**src/rtl/pixie_line_shifter_if.sv**
```systemverilog
// Pixel-side bus of the line shifter: display timing and DMA inputs, video and status outputs.
// The master drives timing/DMA; the slave (the shifter) returns video and sticky flags.
interface pixie_line_shifter_if;
    logic       pix_ce;
    logic       line_start;
    logic       dma_valid;
    logic [7:0] dma_data;
    logic       video;
    logic       active;
    logic       underrun;
    logic       overflow;

    modport master (
        output pix_ce, line_start, dma_valid, dma_data,
        input  video, active, underrun, overflow
    );

    modport slave (
        input  pix_ce, line_start, dma_valid, dma_data,
        output video, active, underrun, overflow
    );
endinterface

```
**src/rtl/pixie_line_shifter.sv**
```systemverilog
// Two-bank scanline buffer: DMA fills one bank while the other is serialised
// MSB-first into 8*BYTES_PER_LINE pixels, starting H_START pix_ce ticks after line_start.
module pixie_line_shifter #(
    parameter int BYTES_PER_LINE = 8,
    parameter int H_START        = 14
) (
    input  logic clk,
    input  logic reset,
    pixie_line_shifter_if.slave bus
);
    localparam int NPIX      = 8 * BYTES_PER_LINE;
    localparam int PX_W      = $clog2(NPIX);
    localparam int BI_W      = (BYTES_PER_LINE > 1) ? $clog2(BYTES_PER_LINE) : 1;
    localparam int WI_W      = $clog2(BYTES_PER_LINE + 1);
    localparam int LD_W      = (H_START > 1) ? $clog2(H_START) : 1;
    localparam int LEAD_INIT = (H_START > 0) ? H_START - 1 : 0;

    typedef enum logic [1:0] {IDLE, LEAD, SHIFT} state_t;

    logic       pix_ce, line_start, dma_valid;
    logic [7:0] dma_data;

    assign pix_ce     = bus.pix_ce;
    assign line_start = bus.line_start;
    assign dma_valid  = bus.dma_valid;
    assign dma_data   = bus.dma_data;

    // Emits the pixel at the MSB (blanked when the line is invalid) and the byte shifted left.
    function automatic logic [8:0] shift_step(input logic [7:0] src, input logic valid);
        return {src[7] & valid, src[6:0], 1'b0};
    endfunction

    logic [7:0]      line_mem [2][BYTES_PER_LINE];
    logic [WI_W-1:0] wr_idx;
    logic            wr_bank;
    logic            show_valid;
    logic            underrun_q, overflow_q;

    logic            accept, wr_full, swap, wr_bank_nxt;
    logic            rd_bank, rd_valid;
    logic [BI_W-1:0] wr_addr;

    assign accept      = line_start & pix_ce;
    assign wr_full     = (wr_idx == WI_W'(BYTES_PER_LINE));
    assign swap        = accept & wr_full;
    assign wr_bank_nxt = swap ? ~wr_bank : wr_bank;
    assign wr_addr     = accept ? '0 : wr_idx[BI_W-1:0];
    // The show bank is always the one not being written; on a swapping edge it is the bank just filled.
    assign rd_bank     = swap ? wr_bank : ~wr_bank;
    assign rd_valid    = accept ? wr_full : show_valid;

    always_ff @(posedge clk or posedge reset) begin
        if (reset) begin
            wr_idx     <= '0;
            wr_bank    <= 1'b0;
            show_valid <= 1'b0;
            underrun_q <= 1'b0;
            overflow_q <= 1'b0;
        end else if (accept) begin
            wr_bank    <= wr_bank_nxt;
            show_valid <= wr_full;
            wr_idx     <= dma_valid ? WI_W'(1) : '0;
            if (!wr_full)
                underrun_q <= 1'b1;
        end else if (dma_valid) begin
            if (wr_full)
                overflow_q <= 1'b1;
            else
                wr_idx <= wr_idx + WI_W'(1);
        end
    end

    always_ff @(posedge clk) begin
        if (dma_valid && (accept || !wr_full))
            line_mem[wr_bank_nxt][wr_addr] <= dma_data;
    end

    state_t          state_q, state_nxt;
    logic [LD_W-1:0] lead_cnt, lead_nxt;
    logic [PX_W-1:0] px_cnt, px_nxt, nxt_px;
    logic [7:0]      shifter_p0, shifter_p1;
    logic            video_p0, video_p1;
    logic            active_p0, active_p1;
    logic [7:0]      byte0, byte_nxt;
    logic [8:0]      step0, step_nxt, step_sh;

    assign nxt_px   = px_cnt + PX_W'(1);
    assign byte0    = line_mem[rd_bank][0];
    assign byte_nxt = line_mem[rd_bank][nxt_px[PX_W-1:3]];
    assign step0    = shift_step(byte0, rd_valid);
    assign step_nxt = shift_step(byte_nxt, rd_valid);
    assign step_sh  = shift_step(shifter_p1, rd_valid);

    always_comb begin
        state_nxt  = state_q;
        lead_nxt   = lead_cnt;
        px_nxt     = px_cnt;
        shifter_p0 = shifter_p1;
        video_p0   = video_p1;
        active_p0  = active_p1;
        if (pix_ce) begin
            if (line_start) begin
                if (H_START == 0) begin
                    state_nxt  = SHIFT;
                    px_nxt     = '0;
                    video_p0   = step0[8];
                    shifter_p0 = step0[7:0];
                    active_p0  = 1'b1;
                end else begin
                    state_nxt = LEAD;
                    lead_nxt  = LD_W'(LEAD_INIT);
                    video_p0  = 1'b0;
                    active_p0 = 1'b0;
                end
            end else begin
                case (state_q)
                    IDLE: begin
                        video_p0  = 1'b0;
                        active_p0 = 1'b0;
                    end
                    LEAD: begin
                        // Pixel 0 is emitted on the same tick the lead-in expires.
                        if (lead_cnt == '0) begin
                            state_nxt  = SHIFT;
                            px_nxt     = '0;
                            video_p0   = step0[8];
                            shifter_p0 = step0[7:0];
                            active_p0  = 1'b1;
                        end else begin
                            lead_nxt = lead_cnt - LD_W'(1);
                        end
                    end
                    SHIFT: begin
                        if (px_cnt == PX_W'(NPIX - 1)) begin
                            state_nxt = IDLE;
                            video_p0  = 1'b0;
                            active_p0 = 1'b0;
                        end else begin
                            px_nxt    = nxt_px;
                            active_p0 = 1'b1;
                            if (nxt_px[2:0] == 3'd0) begin
                                video_p0   = step_nxt[8];
                                shifter_p0 = step_nxt[7:0];
                            end else begin
                                video_p0   = step_sh[8];
                                shifter_p0 = step_sh[7:0];
                            end
                        end
                    end
                    default: state_nxt = IDLE;
                endcase
            end
        end
    end

    // display stage: registered FSM state, pixel output and active flag
    always_ff @(posedge clk or posedge reset) begin
        if (reset) begin
            state_q   <= IDLE;
            lead_cnt  <= '0;
            px_cnt    <= '0;
            video_p1  <= 1'b0;
            active_p1 <= 1'b0;
        end else begin
            state_q   <= state_nxt;
            lead_cnt  <= lead_nxt;
            px_cnt    <= px_nxt;
            video_p1  <= video_p0;
            active_p1 <= active_p0;
        end
    end

    always_ff @(posedge clk) begin
        shifter_p1 <= shifter_p0;
    end

    assign bus.video    = video_p1;
    assign bus.active   = active_p1;
    assign bus.underrun = underrun_q;
    assign bus.overflow = overflow_q;
endmodule

```
**src/flat_wrapper.sv**
```systemverilog
// flat-port wrapper written by rule: the top's interface ports become plain ports
module pixie_line_shifter_flat 
#(
    parameter int BYTES_PER_LINE = 8,
    parameter int H_START        = 14
)
  (clk, reset, bus_pix_ce, bus_line_start, bus_dma_valid, bus_dma_data, bus_video, bus_active, bus_underrun, bus_overflow);
  pixie_line_shifter_if bus_i ();
  input  logic clk;
  input  logic reset;
  input wire logic [$bits(bus_i.pix_ce)-1:0] bus_pix_ce;
  input wire logic [$bits(bus_i.line_start)-1:0] bus_line_start;
  input wire logic [$bits(bus_i.dma_valid)-1:0] bus_dma_valid;
  input wire logic [$bits(bus_i.dma_data)-1:0] bus_dma_data;
  output wire logic [$bits(bus_i.video)-1:0] bus_video;
  output wire logic [$bits(bus_i.active)-1:0] bus_active;
  output wire logic [$bits(bus_i.underrun)-1:0] bus_underrun;
  output wire logic [$bits(bus_i.overflow)-1:0] bus_overflow;
  assign bus_i.pix_ce = bus_pix_ce;
  assign bus_i.line_start = bus_line_start;
  assign bus_i.dma_valid = bus_dma_valid;
  assign bus_i.dma_data = bus_dma_data;
  assign bus_video = bus_i.video;
  assign bus_active = bus_i.active;
  assign bus_underrun = bus_i.underrun;
  assign bus_overflow = bus_i.overflow;
  pixie_line_shifter #(.BYTES_PER_LINE(BYTES_PER_LINE), .H_START(H_START)) u_core (.clk(clk), .reset(reset), .bus(bus_i));
endmodule
```
**config.mk**
```make
export PLATFORM = sky130hd
export DESIGN_NAME = pixie_line_shifter_flat
export DESIGN_NICKNAME = d
export VERILOG_FILES = /design/src/rtl/pixie_line_shifter_if.sv /design/src/rtl/pixie_line_shifter.sv /design/src/flat_wrapper.sv
export SDC_FILE = /design/constraint.sdc
export NUM_CORES = 1
export LEC_CHECK = 0
export ABC_AREA = 1
export ABC_CLOCK_PERIOD_IN_PS = 4140
export BUFFER_PORTS_ARGS = -buffer_cell sky130_fd_sc_hd__buf_2
export CAP_MARGIN = 30
export CORE_MARGIN = 2
export CORE_UTILIZATION = 45
export CTS_BUF_LIST = sky130_fd_sc_hd__clkbuf_4
export DETAILED_ROUTE_END_ITERATION = 6
export PLACE_DENSITY = 0.62
export SYNTH_ARGS = -nofsm -noshare
export SYNTH_HDL_FRONTEND = slang
export SYNTH_SLANG_ARGS = --single-unit
```
**constraint.sdc**
```tcl
create_clock -name clk -period 4.14 [get_ports clk]
set_clock_uncertainty 0.1 [all_clocks]
set_input_delay 0.414 -clock clk [delete_from_list [all_inputs] [get_ports clk]]
set_output_delay 0.414 -clock clk [all_outputs]
set_load 0.01 [all_outputs]
```
==> results_dict.tcl, run 1 <==
set metrics [dict create \
    async_flop_share 0.140 \
    clock-sinks 157 \
    place_area_sq_um 7130 \
    grt_usage 0.194 \
    min_from "bus_pix_ce" \
    synth_edf_count 135 \
    numCtsBuffers 17 \
    synthTopCellsByArea "edfxtp_1 (58%), dfrtp_1 (7.9%), nand2_1 (6.2%), nand3_1 (4.0%), o211ai_1 (3.5%)" \
    path_class "flop to flop" \
    synth.avg_cell_area_sq_um 11.6 \
    drc_errors 0 \
    finalCritPeriodShare 0.738 \
    finalHoldViolCount 0 \
    yosysUniqueCellTypes 36 \
    syn-instance-count 598 \
    layout_common_cells "edfxtp_1 (135), nand2_1 (115), nor2_1 (56), nand3_1 (56), inv_1 (44)" \
    vdd_drop_max_v 0.000357 \
    ioPinCount 17 \
    wl_met3_um 658 \
    cp-start-kind "flop" \
    yosys.area.top_type "edfxtp_1" \
    crit_required_ns 4.23 \
    synth_top_area_frac 0.583 \
    min_period_ns 3.06 \
    met2_length_um 7060 \
    ff2ff_setup_slack_ns 1.08 \
    antenna_left 0 \
    drtIter0Drc 413 \
    fillers 1359 \
    die-height_um 128 \
    yosysSeqAreaShare 0.663 \
    fp.dieArea_sq_um 16500 \
    core_sq_um 15100 \
    final_common_cell "edfxtp_1" \
    regToRegEndpoint "u_core.line_mem[1][7]" \
    grt_first_pass_wirelength_um 23600 \
    cts_htree_levels 4 \
    hold_depth 3 \
    drt_wl_total_um 14900 \
    num_rows 45 \
    ff2ff_path_depth 8 \
    die_w_um 128 \
    maxCapViolations 0 \
    postCtsSetupBuffers 0 \
    worst_pin_slew_ns 0.939 \
    grt_max_degree 78 \
    power_density_nw_per_um2 611 \
    vias 4426 \
    overflow 0 \
    crit_path_max_fanout 77 \
    nets 638 \
    leakage_nw 2.79 \
    hpwl_um 9340 \
    hp-class "primary input to flop" \
    clkTransAtPathRegs_ns 0.13 \
    topRoutingLayerUsed "met4" \
    syn2layout_area_growth_pct 7.74 \
    clk_latency_ns 0.57 \
    syn-cell-area_sq_um 6950 \
    drt-met1-wl_um 6920 \
    cts_tree "done" \
    cts-root-buf "clkbuf_4" \
    min_to "u_core.state_q[0]" \
    grt_pass1_vias 4333 \
    setup_viol 0 \
    place_congestion 0.826 \
    synth_top_flop_cell "edfxtp_1" \
    start_util 0.459 \
    arrival_ns 3.15 \
    reg2reg_from "u_core.wr_idx[1]" \
    slew_viol_final 0 \
    antenna_found_initial 1 \
    port_buffers 16 \
    rsz0062_at_grt "no" \
    tns_ns 0 \
    synth_warnings 0 \
    cts_buffer_depth 2 \
    syn_nets 620 \
    slew_headroom 0.371 \
    end_kind "flop" \
    wl_per_cell_um 18.2 \
    ys_ff_latch 157 \
    final_area_sq_um 7490 \
    drive_gt1_frac 0.132 \
    firstDrtPassIters 5 \
    status "complete, no violations" \
    vias_per_cell 5.40 \
    max_clock_freq_ghz 0.327 \
]
per-layer routing:
layer	up-vias	global-route usage
li1	2144	-
met1	2148	0.261
met2	112	0.308
met3	22	0.0451
met4	0	0.0711
met5	-	0
critical path, cell delays in order, from the launching register on:
cell and delay [ns]:
dfrtp_1 0.46, inv_1 0.11, ha_1 0.14, nand2_1 0.05
nor2_2 0.26, nand2_4 0.10, nand2_4 0.11, nand2_4 0.43
nor2_1 0.90
per-stage QoR:
step / setup WS [ns] / utilization / total power, mW / cells / hold slack, ns
3_5_place_dp: 1.11 / 0.471 / 3.53 / 783 / 0.349
6_report: 1.08 / 0.494 / 4.57 / 819 / 0.0839
2_1_floorplan: 1.89 / - / 3.22 / 598 / 0.303
3_3_place_gp: 1.18 / 0.471 / 3.50 / 783 / 0.344
5_1_grt: 0.836 / 0.494 / 4.86 / 819 / 0.0707
4_1_cts: 1.08 / 0.494 / 4.60 / 817 / 0.0465
what timing repair did:
action,in CTS,in global routing
setup endpoints to repair,0,0
endpoints found under the hold margin,23,0
hold buffers,2,0
gates resized for setup,0,0
sequential cells by signal, indices dropped and copies added (netlist names):
name	cells
u_core.line_mem	128
u_core.shifter_p1	7
u_core.px_cnt	6
u_core.lead_cnt	4
u_core.wr_idx	4
u_core.state_q	2
u_core.bus.active	1
u_core.bus.overflow	1
u_core.bus.underrun	1
u_core.bus.video	1
u_core.show_valid	1
u_core.wr_bank	1
where the power goes:
part | internal, mW | switching (mW) | total, mW
Combinational | 0.462 | 1.03 | 1.49
Sequential | 1.92 | 0.0957 | 2.01
Clock | 0.509 | 0.565 | 1.07
Total | 2.89 | 1.69 | 4.57
cell families (layout without fill, tap and decap cells):
family,Yosys count,after routing,share of synthesized area
other,0,2,0
buffers and inverters,70,101,0.0506
flip-flops,157,157,0.663
XOR/XNOR,5,5,0.00954
AND/OR/NAND/NOR,254,254,0.160
adder cells (fa/ha/maj),9,9,0.0162
AO/OA/AOI/OAI,103,103,0.101
area by class of cell:
class | instances | area [sq um] | area share
Tap cell | 188 | 235 | 0.0314
Antenna cell | 2 | 5.00 | 0.000668
Sequential cell | 157 | 4600 | 0.615
Multi-Input combinational cell | 371 | 1990 | 0.266
Clock inverter | 12 | 185 | 0.0247
Timing Repair Buffer | 22 | 130 | 0.0174
Inverter | 47 | 184 | 0.0246
Clock buffer | 20 | 150 | 0.0201
worst max-delay path by stage:
| stage | startpoint | endpoint | slack (ns) |
|---|---|---|---|
| 4_1_cts | u_core.wr_idx[1] | u_core.line_mem[1][7] | 1.08 |
| 6_report | u_core.wr_idx[1] | u_core.line_mem[1][7] | 1.08 |
| 3_5_place_dp | u_core.wr_idx[1] | u_core.line_mem[1][4] | 1.11 |
| 2_1_floorplan | u_core.wr_idx[0] | u_core.line_mem[1][0] | 1.89 |
| 5_1_grt | u_core.wr_idx[1] | u_core.shifter_p1[3] | 0.84 |
| 3_3_place_gp | u_core.wr_idx[0] | u_core.line_mem[1][1] | 1.18 |
Yosys cell counts (2+ instances only):
master,count
o211ai_1,32
o211ai_2,10
a21oi_1,8
buf_8,3
dfrtp_1,22
o22ai_1,4
nand4_1,2
o21ai_1,2
xor2_1,2
nand2_4,5
nand3_1,56
buf_2,5
xor2_2,3
nand2_1,115
clkbuf_1,5
buf_6,2
or2_2,7
o21ai_0,38
edfxtp_1,135
o21a_1,6
nor2_1,56
nor3_1,5
or2_0,5
inv_1,44
buf_4,7
ha_1,9
No activity file was read; power rests on OpenSTA's default activity.
==> run 2, diff against run 1 <==
- ABC_CLOCK_PERIOD_IN_PS: 4140 -> 2700
- PLACE_DENSITY: 0.62 -> 0.64
- clock period: 4.14 -> 2.7 ns (I/O delays scaled with it)
==> results_dict.tcl, run 2 (synthesis gave the netlist of run 1 again) <==
set metrics [dict create \
    status "complete, no violations" \
    postCtsSetupBuffers 0 \
    arrival_ns 2.78 \
    seq_power_share 0.412 \
    firstDrtPassIters 6 \
    clock-sinks 157 \
    core_sq_um 15100 \
    num_rows 45 \
    final_common_cell "edfxtp_1" \
    path_cells "inv_1 > ha_1 > nand2_1 > nor2_4 > nand2_4 > nand2_4 > nand2_8 > buf_12 > o21ai_0 > o211ai_1 > nand3_1 > nand3_1 > nand2_1 > nand2_1" \
    pre_cts_ws_ns 0.0744 \
    tns_ns 0 \
    max_clock_freq_ghz 0.390 \
    start_util 0.459 \
    vias 4795 \
    regToRegEndpoint "u_core.shifter_p1[7]" \
    drc_errors 0 \
    timing.critical_path.buf_inv 2 \
    maxCapViolations 0 \
    cp-start-kind "flop" \
    ioPinCount 17 \
    port_buffers 16 \
    place_inst 811 \
    slew_viol_final 0 \
    regArea_sq_um 4600 \
    crit_required_ns 2.92 \
    fp.dieArea_sq_um 16500 \
    drt_wl_total_um 16400 \
    reg.largest.list "u_core.line_mem x128, u_core.shifter_p1 x7, u_core.px_cnt x6" \
    min_period_ns 2.56 \
    end_kind "flop" \
    timing.final.ws_setup_ns 0.138 \
    crit_path_top_delay_cell "dfrtp_1" \
    ff2ff_setup_slack_ns 0.14 \
    overflow 0 \
    die_w_um 128 \
    power.share.clock 0.224 \
    reg2reg_from "u_core.wr_idx[1]" \
    fillers 1268 \
    layout_common_cells "edfxtp_1 (135), nand2_1 (114), nor2_1 (56)" \
    hpwl_um 10200 \
    p_sw_mw 2.78 \
    worst_pin_slew_ns 0.862 \
    hp-class "primary input to asynchronous set/reset pin" \
    p_comb_frac 0.364 \
    antenna_found_initial 1 \
    crit_path_max_fanout 21 \
    rsz0062_at_grt "no" \
    path_delay_family "simple AND/OR/NAND/NOR gates" \
    finalPower_mw 7.47 \
    ff2ff_path_depth 14 \
    grt_first_pass_wirelength_um 24700 \
    drive_gt1_frac 0.170 \
    cts_buffer_depth 2 \
    cts-root-buf "clkbuf_4" \
    vias_per_cell 5.58 \
    nets 681 \
    leakage_nw 3.00 \
    power_density_nw_per_um2 943 \
    syn2layout_area_growth_pct 14.0 \
    setup_viol 0 \
    die-height_um 128 \
    grt_max_degree 45 \
    drtIter0Drc 471 \
    numCtsBuffers 17 \
    path_class "flop to flop" \
    grt_pass1_vias 4697 \
    cts_htree_levels 4 \
    vdd_drop_max_v 0.000408 \
    wl_per_cell_um 19.1 \
    swShare 0.372 \
    p_int_mw 4.69 \
    cts_tree "done" \
    clkTransAtPathRegs_ns 0.13 \
    finalHoldViolCount 0 \
    critPathMaxStageDelay_ns 0.41 \
    grt_usage 0.201 \
    finalCritPeriodShare 0.949 \
    cp_common_cell "nand2_1" \
    place_congestion 0.863 \
    slew_headroom 0.425 \
    antenna_left 0 \
    multiInputGateArea_sq_um 2090 \
    largest_register_ffs 128 \
    stdcell_count 859 \
    clk_latency_ns 0.57 \
    largest_register "u_core.line_mem" \
    final_util 0.523 \
]
-- run 2: layout make-up --
type / count / area share
flip-flops and latches: 157 / 0.581
multi-input cells: 374 / 0.263
repair buffers: 62 / 0.0597
well taps: 188 / 0.0297
clock inverters: 13 / 0.0267
inverters: 47 / 0.0232
clock buffers: 17 / 0.0161
diodes: 1 / 0.000316
-- run 2: worst max path at each step --
stage | cells past startpoint | from | slack (ns) | end
after global placement | 13 | u_core.wr_idx[0] | 0.16 | u_core.shifter_p1[2]
final | 14 | u_core.wr_idx[1] | 0.14 | u_core.shifter_p1[7]
after detailed placement | 14 | u_core.wr_idx[0] | 0.07 | u_core.shifter_p1[4]
after global routing | 18 | u_core.wr_idx[1] | 0.007 | u_core.bus.video
after floorplan | 10 | u_core.wr_idx[0] | 0.45 | u_core.line_mem[1][0]
after CTS | 14 | u_core.wr_idx[0] | 0.05 | u_core.shifter_p1[7]
-- run 2: routing by layer --
layer / vias to the layer above / track usage / share of wire
met3: 35 / 0.0505 / 0.072
met2: 205 / 0.312 / 0.46
met5: - / 0 / 0
li1: 2230 / - / -
met1: 2325 / 0.278 / 0.45
met4: 0 / 0.0718 / 0.017
-- run 2: power by group through the flow --
| stage | clock (mW) | combinational (mW) | sequential (mW) |
|---|---|---|---|
| after floorplan | 0 | 1.84 | 3.11 |
| after global placement | 0 | 2.47 | 3.11 |
| after detailed placement | 0 | 2.52 | 3.12 |
| after CTS | 1.71 | 2.54 | 3.07 |
| after global routing | 1.80 | 2.97 | 3.10 |
| final | 1.67 | 2.72 | 3.08 |
-- run 2: stage by stage --
stage,instance area (sq um),hold slack (ns)
6_report,7930,0.314
5_1_grt,7930,0.401
4_1_cts,7830,0.291
3_5_place_dp,7350,0.356
2_1_floorplan,6950,0.159
3_3_place_gp,7350,0.349
-- run 2: timing repair --
item                                    CTS  global route
hold buffers                             14             0
gates resized for setup                   0             9
endpoints found under the setup margin    0            16
hold endpoints to repair                123             0
-- run 2: worst min-delay path, cell delays in order --
cell	delay, ns
dlygate4sd3_1	0.52
buf_2	0.12
inv_1	0.62
==> run 3, diff against run 2 <==
- CELL_PAD_IN_SITES_DETAIL_PLACEMENT: not set -> 1
- CELL_PAD_IN_SITES_GLOBAL_PLACEMENT: not set -> 1
- PLACE_DENSITY: 0.64 -> 0.75
==> results_dict.tcl, run 3 (synthesis gave the netlist of run 1 again) <==
set metrics [dict create \
    status "complete, no violations" \
    fin_hold_ws_ns 0.300 \
    fp.dieArea_sq_um 16500 \
    cts_htree_levels 4 \
    die-height_um 128 \
    fillers 1595 \
    place_congestion 0.838 \
    drive_gt1_frac 0.201 \
    layout_common_cells "edfxtp_1 (135), nand2_1 (114), nand3_1 (55)" \
    regArea_sq_um 4600 \
    cts-root-buf "clkbuf_4" \
    start_util 0.459 \
    setup_viol 0 \
    slew_viol_final 0 \
    cp-endpoint "u_core.shifter_p1[7]" \
    core_sq_um 15100 \
    place_area_sq_um 7310 \
    antenna_found_initial 1 \
    cp-start-kind "flop" \
    regToRegEndpoint "u_core.shifter_p1[7]" \
    reg.largest.list "u_core.line_mem x128, u_core.shifter_p1 x7, u_core.px_cnt x6" \
    clkTransAtPathRegs_ns 0.15 \
    crit_required_ns 2.94 \
    ff2ff_setup_slack_ns 0.04 \
    arrival_ns 2.90 \
    hpwl_um 11600 \
    slew_headroom 0.402 \
    die_w_um 128 \
    grt_first_pass_wirelength_um 28700 \
    antenna_left 0 \
    drtIter0Drc 480 \
    cts_tree "done" \
    wl_per_cell_um 23.2 \
    vdd_drop_max_v 0.000401 \
    syn2layout_area_growth_pct 17.8 \
    leakage_nw 3.11 \
    ioPinCount 17 \
    finalHoldViolCount 0 \
    overflow 0 \
    grt_pass1_vias 5162 \
    port_buffers 16 \
    num_rows 45 \
    finalPower_mw 8.00 \
    hp-class "primary input to asynchronous set/reset pin" \
    firstDrtPassIters 7 \
    max_clock_freq_ghz 0.376 \
    nets 696 \
    ff2ff_path_depth 16 \
    cts_buffer_depth 2 \
    maxCapViolations 0 \
    end_kind "flop" \
    crit_start "u_core.wr_idx[0]" \
    place_inst 803 \
    clk_latency_ns 0.59 \
    grt_max_degree 40 \
    final_common_cell "edfxtp_1" \
    vias_per_cell 5.85 \
    worst_pin_slew_ns 0.895 \
    drc_errors 0 \
    crit_path_max_fanout 6 \
    power_density_nw_per_um2 977 \
    reg2reg_from "u_core.wr_idx[0]" \
    finalCritPeriodShare 0.985 \
    final_area_sq_um 8190 \
    grt_usage 0.237 \
    vias 5116 \
    stdcell_count 875 \
    numCtsBuffers 17 \
    min_period_ns 2.66 \
    path_class "flop to flop" \
    largest_register "u_core.line_mem" \
    largest_register_ffs 128 \
    clock-sinks 157 \
    drt_wl_total_um 20300 \
    multiInputGateArea_sq_um 2120 \
]
## run 3: worst min-delay path by stage
| stage | end | depth (start not counted) |
|---|---|---|
| after floorplan | u_core.bus.active | 1 |
| after global placement | u_core.bus.underrun | 2 |
| after detailed placement | u_core.bus.underrun | 2 |
| after CTS | u_core.lead_cnt[1] | 3 |
| after global routing | u_core.lead_cnt[2] | 3 |
| final | u_core.lead_cnt[2] | 3 |
## run 3: what timing repair did
| action | in CTS | in global routing |
|---|---|---|
| endpoints found under the hold margin | 139 | 0 |
| hold buffers | 13 | 0 |
| cloned | 1 | 8 |
| pin swaps | 1 | 15 |
| setup buffers | 0 | 18 |
| resized for setup | 3 | 25 |
| setup endpoints to repair | 7 | 40 |
## run 3: layer usage
| metal | vias up | part of all wire | wire (um) | GRT usage |
|---|---|---|---|---|
| met5 | - | 0 | 0 | 0 |
| met4 | 0 | 0.023 | 472 | 0.0776 |
| met3 | 42 | 0.074 | 1490 | 0.0622 |
| met2 | 228 | 0.51 | 10400 | 0.406 |
| met1 | 2580 | 0.39 | 7980 | 0.293 |
| li1 | 2266 | - | - | - |
## run 3: layout make-up
cell class	instances	area share
sequential	157	0.562
multi-input combinational	373	0.259
inverter	47	0.0229
antenna	1	0.000306
clock inverter	12	0.0167
clock buffer	19	0.0174
timing repair buffer	78	0.0931
tap	188	0.0287
## run 3: power by group
group | switching (mW) | internal, mW
combinational | 2.15 | 1.31
clock | 0.887 | 0.574
sequential | 0.150 | 2.94
total | 3.18 | 4.82
## run 3: worst max-delay path, stage by stage, from the launching register on
cell and delay [ns]:
dfrtp_1 0.42, inv_2 0.09, ha_4 0.13, nand2_2 0.05, nor2_4 0.21, nand2_4 0.13, nand2_8 0.11, nand2_8 0.06
buf_12 0.14, buf_6 0.13, buf_8 0.13, o211ai_2 0.13, o211ai_1 0.14, nand3_1 0.17, nand3_1 0.11, nand2_1 0.10
nand2_1 0.05
## run 3: metrics by stage
stage | setup TNS, ns | setup WS, ns | util
after global placement | 0 | 0.0745 | 0.483
final | 0 | 0.0414 | 0.541
after floorplan | 0 | 0.451 | -
after CTS | 0 | 0.0101 | 0.512
after global routing | -0.158 | -0.0634 | 0.541
after detailed placement | 0 | 0.00760 | 0.483
